## src/rtl/uart_report_pkg.sv

```systemverilog
// Shared definitions for the UART report formatter: FSM encoding, ASCII constants,
// frame layout lengths and small ASCII rendering helpers.
package uart_report_pkg;

    typedef enum logic [1:0] {
        StIdle = 2'd0,
        StSnap = 2'd1,
        StSend = 2'd2,
        StDone = 2'd3
    } state_t;

    localparam logic [7:0] ASCII_0     = 8'h30;
    localparam logic [7:0] ASCII_COLON = 8'h3a;
    localparam logic [7:0] ASCII_COMMA = 8'h2c;
    localparam logic [7:0] ASCII_EQ    = 8'h3d;
    localparam logic [7:0] ASCII_STAR  = 8'h2a;
    localparam logic [7:0] ASCII_LF    = 8'h0a;
    localparam logic [7:0] ASCII_SP    = 8'h20;

    // "time HH:MM:SS" and ", cK=DDD"
    localparam int unsigned HDR_LEN = 13;
    localparam int unsigned CH_LEN  = 8;

    // Two ASCII decimal digits {tens, ones} of a 0..63 value.
    function automatic logic [15:0] dec2_ascii(input logic [5:0] v);
        return {ASCII_0 + 8'(v / 6'd10), ASCII_0 + 8'(v % 6'd10)};
    endfunction

    // One uppercase ASCII hex digit.
    function automatic logic [7:0] hex_ascii(input logic [3:0] n);
        return (n < 4'd10) ? (ASCII_0 + {4'b0, n}) : (8'h37 + {4'b0, n});
    endfunction

endpackage

```

## src/rtl/uart_report_formatter_if.sv

```systemverilog
// Byte-push interface towards the downstream TX FIFO.
interface uart_report_formatter_if;
    logic       tx_full;
    logic       tx_push;
    logic [7:0] tx_push_data;

    modport master (input tx_full, output tx_push, output tx_push_data);
    modport slave  (output tx_full, input tx_push, input tx_push_data);
endinterface

```

## src/rtl/uart_report_formatter_bin_to_dec3.sv

```systemverilog
// Combinational binary to 3-digit zero-padded ASCII decimal, saturating at 999.
module bin_to_dec3
    import uart_report_pkg::*;
#(
    parameter int unsigned W = 8
) (
    input  logic [W-1:0] i_val,
    output logic [7:0]   o_d2,
    output logic [7:0]   o_d1,
    output logic [7:0]   o_d0
);
    logic [31:0] w_val;
    logic [9:0]  w_sat;
    logic [9:0]  w_rem;

    // Saturate, then split into hundreds / tens / ones.
    always_comb begin
        w_val = 32'(i_val);
        w_sat = (w_val > 32'd999) ? 10'd999 : 10'(w_val);
        w_rem = w_sat % 10'd100;
        o_d2  = ASCII_0 + 8'(w_sat / 10'd100);
        o_d1  = ASCII_0 + 8'(w_rem / 10'd10);
        o_d0  = ASCII_0 + 8'(w_rem % 10'd10);
    end
endmodule

```

## src/rtl/uart_report_formatter.sv

```systemverilog
// UART report formatter: snapshots time and sensor channels and pushes an ASCII frame
// "time HH:MM:SS, c0=DDD, ...\n" one byte per non-full cycle.
// Optional macro REPORT_CHECKSUM_EN appends "*HH" (XOR of the bytes before '*').
module uart_report_formatter
    import uart_report_pkg::*;
#(
    parameter int unsigned NUM_CH       = 2,
    parameter int unsigned DATA_W       = 8,
    parameter int unsigned PERIOD_TICKS = 5
) (
    input  logic                     clk,
    input  logic                     reset,
    input  logic                     start,
    input  logic                     tick,
    input  logic                     auto_en,
    input  logic [5:0]               i_hour,
    input  logic [5:0]               i_min,
    input  logic [5:0]               i_sec,
    input  logic [NUM_CH*DATA_W-1:0] i_ch_data,
    uart_report_formatter_if.master  tx,
    output logic                     busy,
    output logic                     frame_done,
    output logic                     overrun
);
    localparam int unsigned CH_END = HDR_LEN + CH_LEN * NUM_CH;
`ifdef REPORT_CHECKSUM_EN
    localparam int unsigned FRAME_LEN = CH_END + 4;
`else
    localparam int unsigned FRAME_LEN = CH_END + 1;
`endif
    localparam logic [6:0] IDX_LAST = 7'(FRAME_LEN - 1);

    state_t                    r_state, w_state_d;
    logic [6:0]                r_idx;
    logic [7:0]                r_tick_cnt;
    logic                      r_pending, w_pending_d;
    logic                      r_overrun, w_overrun_d;
    logic [5:0]                r_hour, r_min, r_sec;
    logic [NUM_CH*DATA_W-1:0]  r_ch;
    logic                      w_auto_evt, w_req, w_push, w_last;
    logic [6:0]                w_off;
    logic [2:0]                w_ch_k, w_pos;
    logic [DATA_W-1:0]         w_ch_sel;
    logic [7:0]                w_d2, w_d1, w_d0, w_byte;
    logic [15:0]               w_hd, w_md, w_sd;
`ifdef REPORT_CHECKSUM_EN
    logic [7:0]                r_csum;
`endif

    assign w_auto_evt = auto_en & tick & (r_tick_cnt == 8'(PERIOD_TICKS - 1));
    // A coincident start and auto-tick collapse into one request.
    assign w_req      = start | w_auto_evt;

    // State and request bookkeeping registers.
    always_ff @(posedge clk or posedge reset) begin
        if (reset) begin
            r_state   <= StIdle;
            r_pending <= 1'b0;
            r_overrun <= 1'b0;
        end else begin
            r_state   <= w_state_d;
            r_pending <= w_pending_d;
            r_overrun <= w_overrun_d;
        end
    end

    // Next-state, push strobe and pending/overrun handling.
    always_comb begin
        w_state_d   = r_state;
        w_pending_d = r_pending;
        w_overrun_d = r_overrun;
        w_push      = 1'b0;
        w_last      = 1'b0;
        unique case (r_state)
            StIdle: begin
                if (w_req || r_pending) begin
                    w_state_d   = StSnap;
                    // Serving a pending request while a new one arrives keeps one queued.
                    w_pending_d = r_pending & w_req;
                end
            end
            StSnap: w_state_d = StSend;
            StSend: begin
                w_push = ~tx.tx_full;
                w_last = w_push && (r_idx == IDX_LAST);
                if (w_last) begin
                    w_state_d = StDone;
                end
            end
            StDone: w_state_d = StIdle;
            default: w_state_d = StIdle;
        endcase
        if ((r_state != StIdle) && w_req) begin
            if (r_pending) begin
                w_overrun_d = 1'b1;
            end else begin
                w_pending_d = 1'b1;
            end
        end
    end

    // Auto-frame tick counter; cleared whenever auto mode is off.
    always_ff @(posedge clk or posedge reset) begin
        if (reset) begin
            r_tick_cnt <= '0;
        end else if (!auto_en) begin
            r_tick_cnt <= '0;
        end else if (tick) begin
            r_tick_cnt <= w_auto_evt ? 8'd0 : r_tick_cnt + 8'd1;
        end
    end

    // Input snapshot taken in SNAP; the frame is rendered only from these copies.
    always_ff @(posedge clk or posedge reset) begin
        if (reset) begin
            r_hour <= '0;
            r_min  <= '0;
            r_sec  <= '0;
            r_ch   <= '0;
        end else if (r_state == StSnap) begin
            r_hour <= i_hour;
            r_min  <= i_min;
            r_sec  <= i_sec;
            r_ch   <= i_ch_data;
        end
    end

    // Byte index advances only on an accepted push.
    always_ff @(posedge clk or posedge reset) begin
        if (reset) begin
            r_idx <= '0;
        end else if (r_state == StSnap) begin
            r_idx <= '0;
        end else if (w_push) begin
            r_idx <= w_last ? 7'd0 : r_idx + 7'd1;
        end
    end

`ifdef REPORT_CHECKSUM_EN
    // Running XOR of every byte pushed ahead of the '*'.
    always_ff @(posedge clk or posedge reset) begin
        if (reset) begin
            r_csum <= '0;
        end else if (r_state == StSnap) begin
            r_csum <= '0;
        end else if (w_push && (r_idx < 7'(CH_END))) begin
            r_csum <= r_csum ^ w_byte;
        end
    end
`endif

    // Channel selection for the single shared decimal converter.
    always_comb begin
        w_off    = r_idx - 7'(HDR_LEN);
        w_ch_k   = 3'(w_off >> 3);
        w_pos    = w_off[2:0];
        w_ch_sel = '0;
        for (int k = 0; k < NUM_CH; k++) begin
            if (w_ch_k == 3'(k)) begin
                w_ch_sel = r_ch[k*DATA_W +: DATA_W];
            end
        end
    end

    bin_to_dec3 #(
        .W (DATA_W)
    ) u_bin_to_dec3 (
        .i_val (w_ch_sel),
        .o_d2  (w_d2),
        .o_d1  (w_d1),
        .o_d0  (w_d0)
    );

    assign w_hd = dec2_ascii(r_hour);
    assign w_md = dec2_ascii(r_min);
    assign w_sd = dec2_ascii(r_sec);

    // Frame byte for the current index.
    always_comb begin
        w_byte = ASCII_LF;
        if (r_idx < 7'(HDR_LEN)) begin
            case (r_idx)
                7'd0:    w_byte = "t";
                7'd1:    w_byte = "i";
                7'd2:    w_byte = "m";
                7'd3:    w_byte = "e";
                7'd4:    w_byte = ASCII_SP;
                7'd5:    w_byte = w_hd[15:8];
                7'd6:    w_byte = w_hd[7:0];
                7'd7:    w_byte = ASCII_COLON;
                7'd8:    w_byte = w_md[15:8];
                7'd9:    w_byte = w_md[7:0];
                7'd10:   w_byte = ASCII_COLON;
                7'd11:   w_byte = w_sd[15:8];
                default: w_byte = w_sd[7:0];
            endcase
        end else if (r_idx < 7'(CH_END)) begin
            case (w_pos)
                3'd0:    w_byte = ASCII_COMMA;
                3'd1:    w_byte = ASCII_SP;
                3'd2:    w_byte = "c";
                3'd3:    w_byte = ASCII_0 + 8'(w_ch_k);
                3'd4:    w_byte = ASCII_EQ;
                3'd5:    w_byte = w_d2;
                3'd6:    w_byte = w_d1;
                default: w_byte = w_d0;
            endcase
`ifdef REPORT_CHECKSUM_EN
        end else if (r_idx == 7'(CH_END)) begin
            w_byte = ASCII_STAR;
        end else if (r_idx == 7'(CH_END + 1)) begin
            w_byte = hex_ascii(r_csum[7:4]);
        end else if (r_idx == 7'(CH_END + 2)) begin
            w_byte = hex_ascii(r_csum[3:0]);
`endif
        end
    end

    assign tx.tx_push      = w_push;
    assign tx.tx_push_data = w_push ? w_byte : 8'h00;
    assign frame_done      = w_last;
    assign busy            = (r_state != StIdle);
    assign overrun         = r_overrun;
endmodule

```

## src/flat_wrapper.sv

```systemverilog
// flat-port wrapper written by rule: the top's interface ports become plain ports
module uart_report_formatter_flat import uart_report_pkg::*;
#(
    parameter int unsigned NUM_CH       = 2,
    parameter int unsigned DATA_W       = 8,
    parameter int unsigned PERIOD_TICKS = 5
)
  (clk, reset, start, tick, auto_en, i_hour, i_min, i_sec, i_ch_data, busy, frame_done, overrun, tx_tx_full, tx_tx_push, tx_tx_push_data);
  uart_report_formatter_if tx_i ();
  input  logic clk;
  input  logic reset;
  input  logic start;
  input  logic tick;
  input  logic auto_en;
  input  logic [5:0] i_hour;
  input  logic [5:0] i_min;
  input  logic [5:0] i_sec;
  input  logic [NUM_CH*DATA_W-1:0] i_ch_data;
  output logic busy;
  output logic frame_done;
  output logic overrun;
  input wire logic [$bits(tx_i.tx_full)-1:0] tx_tx_full;
  output wire logic [$bits(tx_i.tx_push)-1:0] tx_tx_push;
  output wire logic [$bits(tx_i.tx_push_data)-1:0] tx_tx_push_data;
  assign tx_i.tx_full = tx_tx_full;
  assign tx_tx_push = tx_i.tx_push;
  assign tx_tx_push_data = tx_i.tx_push_data;
  uart_report_formatter #(.NUM_CH(NUM_CH), .DATA_W(DATA_W), .PERIOD_TICKS(PERIOD_TICKS)) u_core (.clk(clk), .reset(reset), .start(start), .tick(tick), .auto_en(auto_en), .i_hour(i_hour), .i_min(i_min), .i_sec(i_sec), .i_ch_data(i_ch_data), .tx(tx_i), .busy(busy), .frame_done(frame_done), .overrun(overrun));
endmodule
```

## config.mk

```make
export PLATFORM = sky130hd
export DESIGN_NAME = uart_report_formatter_flat
export DESIGN_NICKNAME = d
export VERILOG_FILES = /design/src/rtl/uart_report_pkg.sv /design/src/rtl/uart_report_formatter_if.sv /design/src/rtl/uart_report_formatter_bin_to_dec3.sv /design/src/rtl/uart_report_formatter.sv /design/src/flat_wrapper.sv
export SDC_FILE = /design/constraint.sdc
export NUM_CORES = 1
export LEC_CHECK = 0
export ABC_AREA = 1
export BUFFER_PORTS_ARGS = -buffer_cell sky130_fd_sc_hd__buf_4
export CORE_MARGIN = 8
export CORE_UTILIZATION = 45
export DETAILED_ROUTE_END_ITERATION = 16
export HOLD_SLACK_MARGIN = 0.08
export PLACE_DENSITY = 0.76
export SYNTH_ARGS = -nofsm -noshare
export SYNTH_HDL_FRONTEND = slang
export SYNTH_SLANG_ARGS = --single-unit
```

## constraint.sdc

```tcl
create_clock -name clk -period 5.05 [get_ports clk]
set_input_delay 1.01 -clock clk [delete_from_list [all_inputs] [get_ports clk]]
set_output_delay 1.01 -clock clk [all_outputs]
set_load 0.02 [all_outputs]
```

==> flow_summary.json, run 1 <==
{
  "synth_largest_area_cell": "dfrtp_1",
  "cts_hold_buf": 0,
  "peakVddDrop_uv": 353,
  "drv_cap": 0,
  "finalSetupViolations": 6,
  "drive_above_1_share": 0.311,
  "critPathCaptureType": "primary output",
  "critPathArrivalTime_ns": 4.68,
  "final_util": 0.601,
  "syn_area_um2": 4870,
  "initial_core_util": 0.455,
  "hold_path_class": "register to register",
  "grt_max_degree": 54,
  "nNetsFinal": 911,
  "met3_usage": 0.0155,
  "synth_fp_nets": 785,
  "tightest_slew_ns": 0.701,
  "die_area_um2": 14400,
  "port_buffers": 51,
  "fin_worst_skew_ns": 0.00651,
  "synth_top_area_share": 0.272,
  "reg2regPathDepth": 8,
  "final-hold-violation-count": 0,
  "ys_seq_elements": 53,
  "diodes": 0,
  "fin_cells": 989,
  "cts_buffers": 5,
  "path_clk_slew_ns": 0.10,
  "vias": 5023,
  "busiest_layer": "met2",
  "dp_cells": 964,
  "crit_top_cell": "inv_2",
  "yosysWarnings": 0,
  "cts-root-buf": "clkbuf_8",
  "ys_types": 52,
  "grt_pass1_vias": 4768,
  "die_w_um": 120,
  "status": "finished with violations",
  "clock_latency_ns": 0.32,
  "synth_area_leaders": "dfrtp_1 27%, nand2_1 14%, inv_1 8.6%, ha_1 5.9%, nand3_1 4.7%",
  "max_freq_mhz": 176,
  "hold_depth": 1,
  "wl_per_cell_um": 12.4,
  "finalWirelength_um": 12300,
  "placementRows": 38,
  "use_met2": 0.295,
  "ys.flop_type": "dfrtp_1",
  "dpl.hpwl_um": 9480,
  "track_usage": 0.175,
  "cp_top_family": "simple AND/OR/NAND/NOR gates",
  "crit_type": "register to primary output",
  "htree_levels": 2,
  "vias_per_cell": 5.08,
  "p_per_area_nw_per_um2": 677,
  "async_flop_share": 1.00,
  "p_leak_nw": 3.35,
  "fp.dieH_um": 120,
  "synth_edf_count": 0,
  "timing.critical_path.buf_inv": 10,
  "gp_congestion": 0.919,
  "fin_crit_sh": 1.13,
  "grt_pass1_wl_um": 21400,
  "worst_setup_path_start_kind": "register",
  "coreArea_um2": 10700,
  "path_depth": 43,
  "setup_ws_ns": -0.636,
  "drt_iter0_drc": 292,
  "drt_drc_violations_left": 0,
  "max_slew_margin": 0.531,
  "synth-seq-area-share": 0.272,
  "drt_first_pass_iters": 5,
  "required_ns": 4.04,
  "fillers": 965,
  "violations": "negative setup slack",
  "synth_area_per_cell_um2": 6.75,
  "worstPathMaxFanout": 8,
  "critical-path-max-stage-delay_ns": 0.41,
  "clock_path_buffers": 2,
  "syn-instance-count": 722,
  "antenna_found_initial": 0,
  "met1_usage": 0.230,
  "gr-total-overflow": 0,
  "slew_violations": 0,
  "ioPinCount": 52,
  "fin_crit_ns": 5.69,
  "cts_sinks": 53,
  "rsz0062_at_grt": "true",
  "place_ws_ns": -0.341,
  "cts_tree": "built",
  "area_growth_pct": 31.9,
  "ant_nets": 0,
  "cp_slowest_cell": "dfrtp_1"
}
report_power, final:
group	internal (W)	switching, W	total [W]
registers	0.000594	0.000134	0.000728
clock network	0.000149	0.000148	0.000297
logic	0.00130	0.00203	0.00333
total	0.00204	0.00231	0.00435
placed cells by master (no fill, tap or decap), types with 2 or more instances in the layout:
cell,count
a21oi_2,3
nand2_8,3
clkinv_1,2
buf_6,11
inv_2,21
a31oi_1,3
buf_4,117
o21ai_0,43
o21ai_2,4
xnor2_1,3
nand3_2,13
a221oi_1,2
nand2_1,167
nor2_1,58
a21oi_4,4
inv_1,101
nand4_1,13
xor2_1,6
a21oi_1,30
o211ai_1,7
o21a_1,2
nand3_1,41
dfrtp_1,53
xor2_2,2
nor2_4,7
nor3_1,7
ha_1,19
clkbuf_8,5
o2111ai_1,3
nand2_2,29
o22ai_1,7
a2111oi_0,2
nand2_4,23
ha_4,4
nand3_4,5
state kept, by name, summed over array words and instances, names as in the netlist:
name               cells
u_core.r_ch           16
u_core.r_hour          6
u_core.r_min           6
u_core.r_state         2
u_core.r_idx           7
u_core.r_pending       1
u_core.r_sec           6
u_core.overrun         1
u_core.r_tick_cnt      8
synth_stat cells (all sizes together), types with 2 or more instances:
cell     count
o21a         2
xnor2        3
nand3       59
clkbuf       7
xor2         9
a211oi       2
o22ai        7
inv        122
o21ai       48
ha          23
o2111ai      3
nor3         7
dfrtp       53
clkinv       3
a31oi        4
a221oi       3
o221ai       2
o211ai       7
buf          3
nand4       13
a21oi       37
nand2      221
a311oi       2
a2111oi      2
nor2        66
final timing paths:
kind / slack, ns / end / start
min in group asynchronous: 0.87 / u_core.r_tick_cnt[2] / reset
min reg2reg: 0.49 / u_core.overrun / u_core.overrun
min: 0.49 / u_core.overrun / u_core.overrun
max: -0.64 / tx_tx_push_data[0] / u_core.r_idx[1]
max reg2reg: 2.65 / u_core.r_idx[4] / u_core.r_state[1]
max in group asynchronous: 3.74 / u_core.r_idx[1] / reset
through the flow:
step                      TNS (ns)  power [W]  area, um2  hold slack (ns)
final                        -2.70    0.00435       6430            0.487
after global routing         -4.95    0.00482       6430            0.501
after CTS                    -2.46    0.00423       6270            0.488
after detailed placement     -1.29    0.00376       5960            0.462
after global placement      -0.918    0.00372       5960            0.457
after floorplan             -0.391    0.00295       4990            0.442
timing repair:
action / 4_1_cts / 5_1_grt
pin swaps: 30 / 15
gates resized for setup: 26 / 30
setup buffers: 10 / 6
cloned: 1 / 0
setup endpoints to repair: 6 / 8
cell families after synthesis:
family,count (synthesis),synth area share
AO/OA/AOI/OAI,128,0.160
adder cells (fa/ha/maj),23,0.0591
AND/OR/NAND/NOR,369,0.376
multiplexers,1,0.00206
XOR/XNOR,12,0.0231
buffers and inverters,135,0.107
flip-flops,53,0.272
other,1,0.000770
final cells by class:
class / instances / area (um2) / area share
multi-input cells: 535 / 3340 / 0.519
flip-flops and latches: 53 / 1330 / 0.206
repair buffers: 128 / 1000 / 0.156
inverters: 125 / 472 / 0.0734
well taps: 140 / 175 / 0.0273
clock buffers: 5 / 68.8 / 0.0107
clock inverters: 3 / 43.8 / 0.00681
routing by layer:
layer  part of all wire  up-vias  wire [um]
met2               0.49      115       6000
met1               0.47     2303       5730
met5                  0        -          0
met4              0.018        0        226
li1                   -     2586          -
met3              0.028       19        347
(Power assumes the default switching activity.)
==> run 2: changes to the inputs <==
--- a/config.mk
+++ b/config.mk
@@ -15,3 +15,4 @@
 export SYNTH_ARGS = -nofsm -noshare
 export SYNTH_HDL_FRONTEND = slang
 export SYNTH_SLANG_ARGS = --single-unit
+export TNS_END_PERCENT = 20
==> run 2 against run 1 <==
  * Count of clock-buffer cells in the layout unchanged
  * Via count down 0.34%
  * The run still ends with negative setup slack left
  * Largest cell class unchanged
  * Critical endpoint is now tx_tx_push_data[1]
  * Largest power group unchanged
  * Core utilization down 0.11 points
  * Wire length up 2.7%
  * Die area unchanged
  * Cell area down 0.18%
  * Highest routed layer unchanged
==> flow_summary.json, run 2 (same netlist as run 1, synthesis figures left out) <==
{
  "largest-register": "u_core.r_ch",
  "antenna_found_initial": 0,
  "drt_iter0_drc": 368,
  "crit-reg2reg-launch": "u_core.r_state[1]",
  "nNetsFinal": 911,
  "vias_per_cell": 5.06,
  "drv_cap": 0,
  "violations": "negative setup slack",
  "slew_violations": 0,
  "cts_tree": "built",
  "dpl.hpwl_um": 9570,
  "p_leak_nw": 3.37,
  "hold_depth": 2,
  "port_buffers": 51,
  "path_clk_slew_ns": 0.11,
  "worst_setup_path_start_kind": "register",
  "area_growth_pct": 31.7,
  "setup_ws_ns": -0.658,
  "hold_path_class": "register to register",
  "crit_type": "register to primary output",
  "ioPinCount": 52,
  "place_area_um2": 5930,
  "clock_latency_ns": 0.31,
  "fin_crit_sh": 1.13,
  "cts_buffers": 5,
  "gp_congestion": 0.904,
  "finalWirelength_um": 12600,
  "critPathArrivalTime_ns": 4.70,
  "coreArea_um2": 10700,
  "critical-path-max-stage-delay_ns": 0.41,
  "wl_per_cell_um": 12.8,
  "fp.dieH_um": 120,
  "fin_crit_ns": 5.71,
  "max_freq_mhz": 175,
  "tightest_slew_ns": 0.696,
  "critPathCaptureType": "primary output",
  "multi_input_area_um2": 3330,
  "p_per_area_nw_per_um2": 678,
  "min-delay-start": "u_core.r_ch[7]",
  "reg2regPathDepth": 8,
  "seq_area_um2": 1330,
  "worstPathMaxFanout": 7,
  "hold_end": "u_core.r_ch[7]",
  "initial_core_util": 0.455,
  "max_slew_margin": 0.531,
  "required_ns": 4.04,
  "placementRows": 38,
  "finalSetupViolations": 7,
  "reg2reg_slack_ns": 2.93,
  "fillers": 1002,
  "drt_first_pass_iters": 5,
  "drt_drc_violations_left": 0,
  "r2r_end": "u_core.r_idx[4]",
  "track_usage": 0.176,
  "htree_levels": 2,
  "cp_top_family": "simple AND/OR/NAND/NOR gates",
  "gr-total-overflow": 0,
  "dp_cells": 963,
  "crit_top_cell": "nand2_4",
  "critPathLaunch": "u_core.r_idx[1]",
  "cp_slowest_cell": "dfrtp_1",
  "cts_sinks": 53,
  "die_area_um2": 14400,
  "final_cell_mix": "167 x nand2_1, 123 x buf_4, 102 x inv_1, 59 x nor2_1, 52 x dfrtp_1",
  "fin_cells": 989,
  "vias": 5006,
  "timing.critical_path.buf_inv": 9,
  "diodes": 0,
  "grt_pass1_vias": 4874,
  "final_util": 0.600,
  "status": "finished with violations",
  "grt_max_degree": 54,
  "fin_tns_setup_ns": -3.29,
  "reg.largest.list": "u_core.r_ch (16), u_core.r_tick_cnt (8), u_core.r_idx (7)",
  "place_ws_ns": -0.365,
  "cts-root-buf": "clkbuf_8",
  "final_common_cell": "nand2_1",
  "die_w_um": 120,
  "ant_nets": 0,
  "drive_above_1_share": 0.303,
  "design_area_um2": 6410,
  "final-hold-violation-count": 0,
  "fin_worst_skew_ns": 0.00728,
  "clock_path_buffers": 2,
  "rsz0062_at_grt": "true",
  "largest_reg_flops": 16,
  "peakVddDrop_uv": 348,
  "grt_pass1_wl_um": 21800
}
-- run 2: cell count changes in the layout (fill, tap and decap cells not counted), sizes merged --
cell	previous run	this run
inv	124	122
clkinv	3	6
bufinv	1	0
buf	128	129
nand2	222	221
-- run 2: worst max-delay path by stage --
stage	endpoint	slack, ns	cells after the start
4_1_cts	tx_tx_push_data[0]	-0.56	46
2_1_floorplan	tx_tx_push_data[2]	-0.14	45
3_5_place_dp	tx_tx_push_data[2]	-0.37	43
5_1_grt	tx_tx_push_data[2]	-0.98	44
3_3_place_gp	tx_tx_push_data[2]	-0.25	43
6_report	tx_tx_push_data[1]	-0.66	41
-- run 2: layout make-up --
class / instances / share of cell area
repair buffers: 129 / 0.156
clock buffers: 5 / 0.0107
flip-flops and latches: 53 / 0.207
multi-input cells: 534 / 0.520
inverters: 125 / 0.0741
clock inverters: 3 / 0.00527
well taps: 140 / 0.0273
-- run 2: report_power, final --
group          internal (W)  total, W  switching (W)
clock              0.000104  0.000262       0.000159
combinational       0.00131   0.00336        0.00204
sequential         0.000595  0.000732       0.000138
-- run 2: worst min-delay path: cells and delay by family, from the launching register on --
| family | cells | cell delay (ns) |
|---|---|---|
| simple gates | 2 | 0.11 |
| flops | 1 | 0.36 |
-- run 2: stage by stage --
step	total power (W)	hold slack (ns)
after global placement	0.00368	0.456
after floorplan	0.00293	0.442
after global routing	0.00478	0.497
final	0.00435	0.489
after detailed placement	0.00373	0.463
after CTS	0.00422	0.491
-- run 2: routing by layer --
metal	track usage	share of wire	wire, um	vias to the layer above
met3	0.0188	0.031	391	10
met2	0.310	0.49	6180	97
li1	-	-	-	2605
met1	0.227	0.47	5930	2294
met5	0	0	0	-
met4	0.0398	0.011	134	0
-- run 2: timing repair --
| item | 4_1_cts | 5_1_grt |
|---|---|---|
| pin swaps | 39 | 24 |
| gates cloned | 0 | 0 |
| hold buffers | 0 | 0 |
| gates resized for setup | 40 | 14 |
| hold endpoints to repair | 0 | 0 |
| setup buffers | 13 | 5 |
| endpoints found under the setup margin | 6 | 8 |
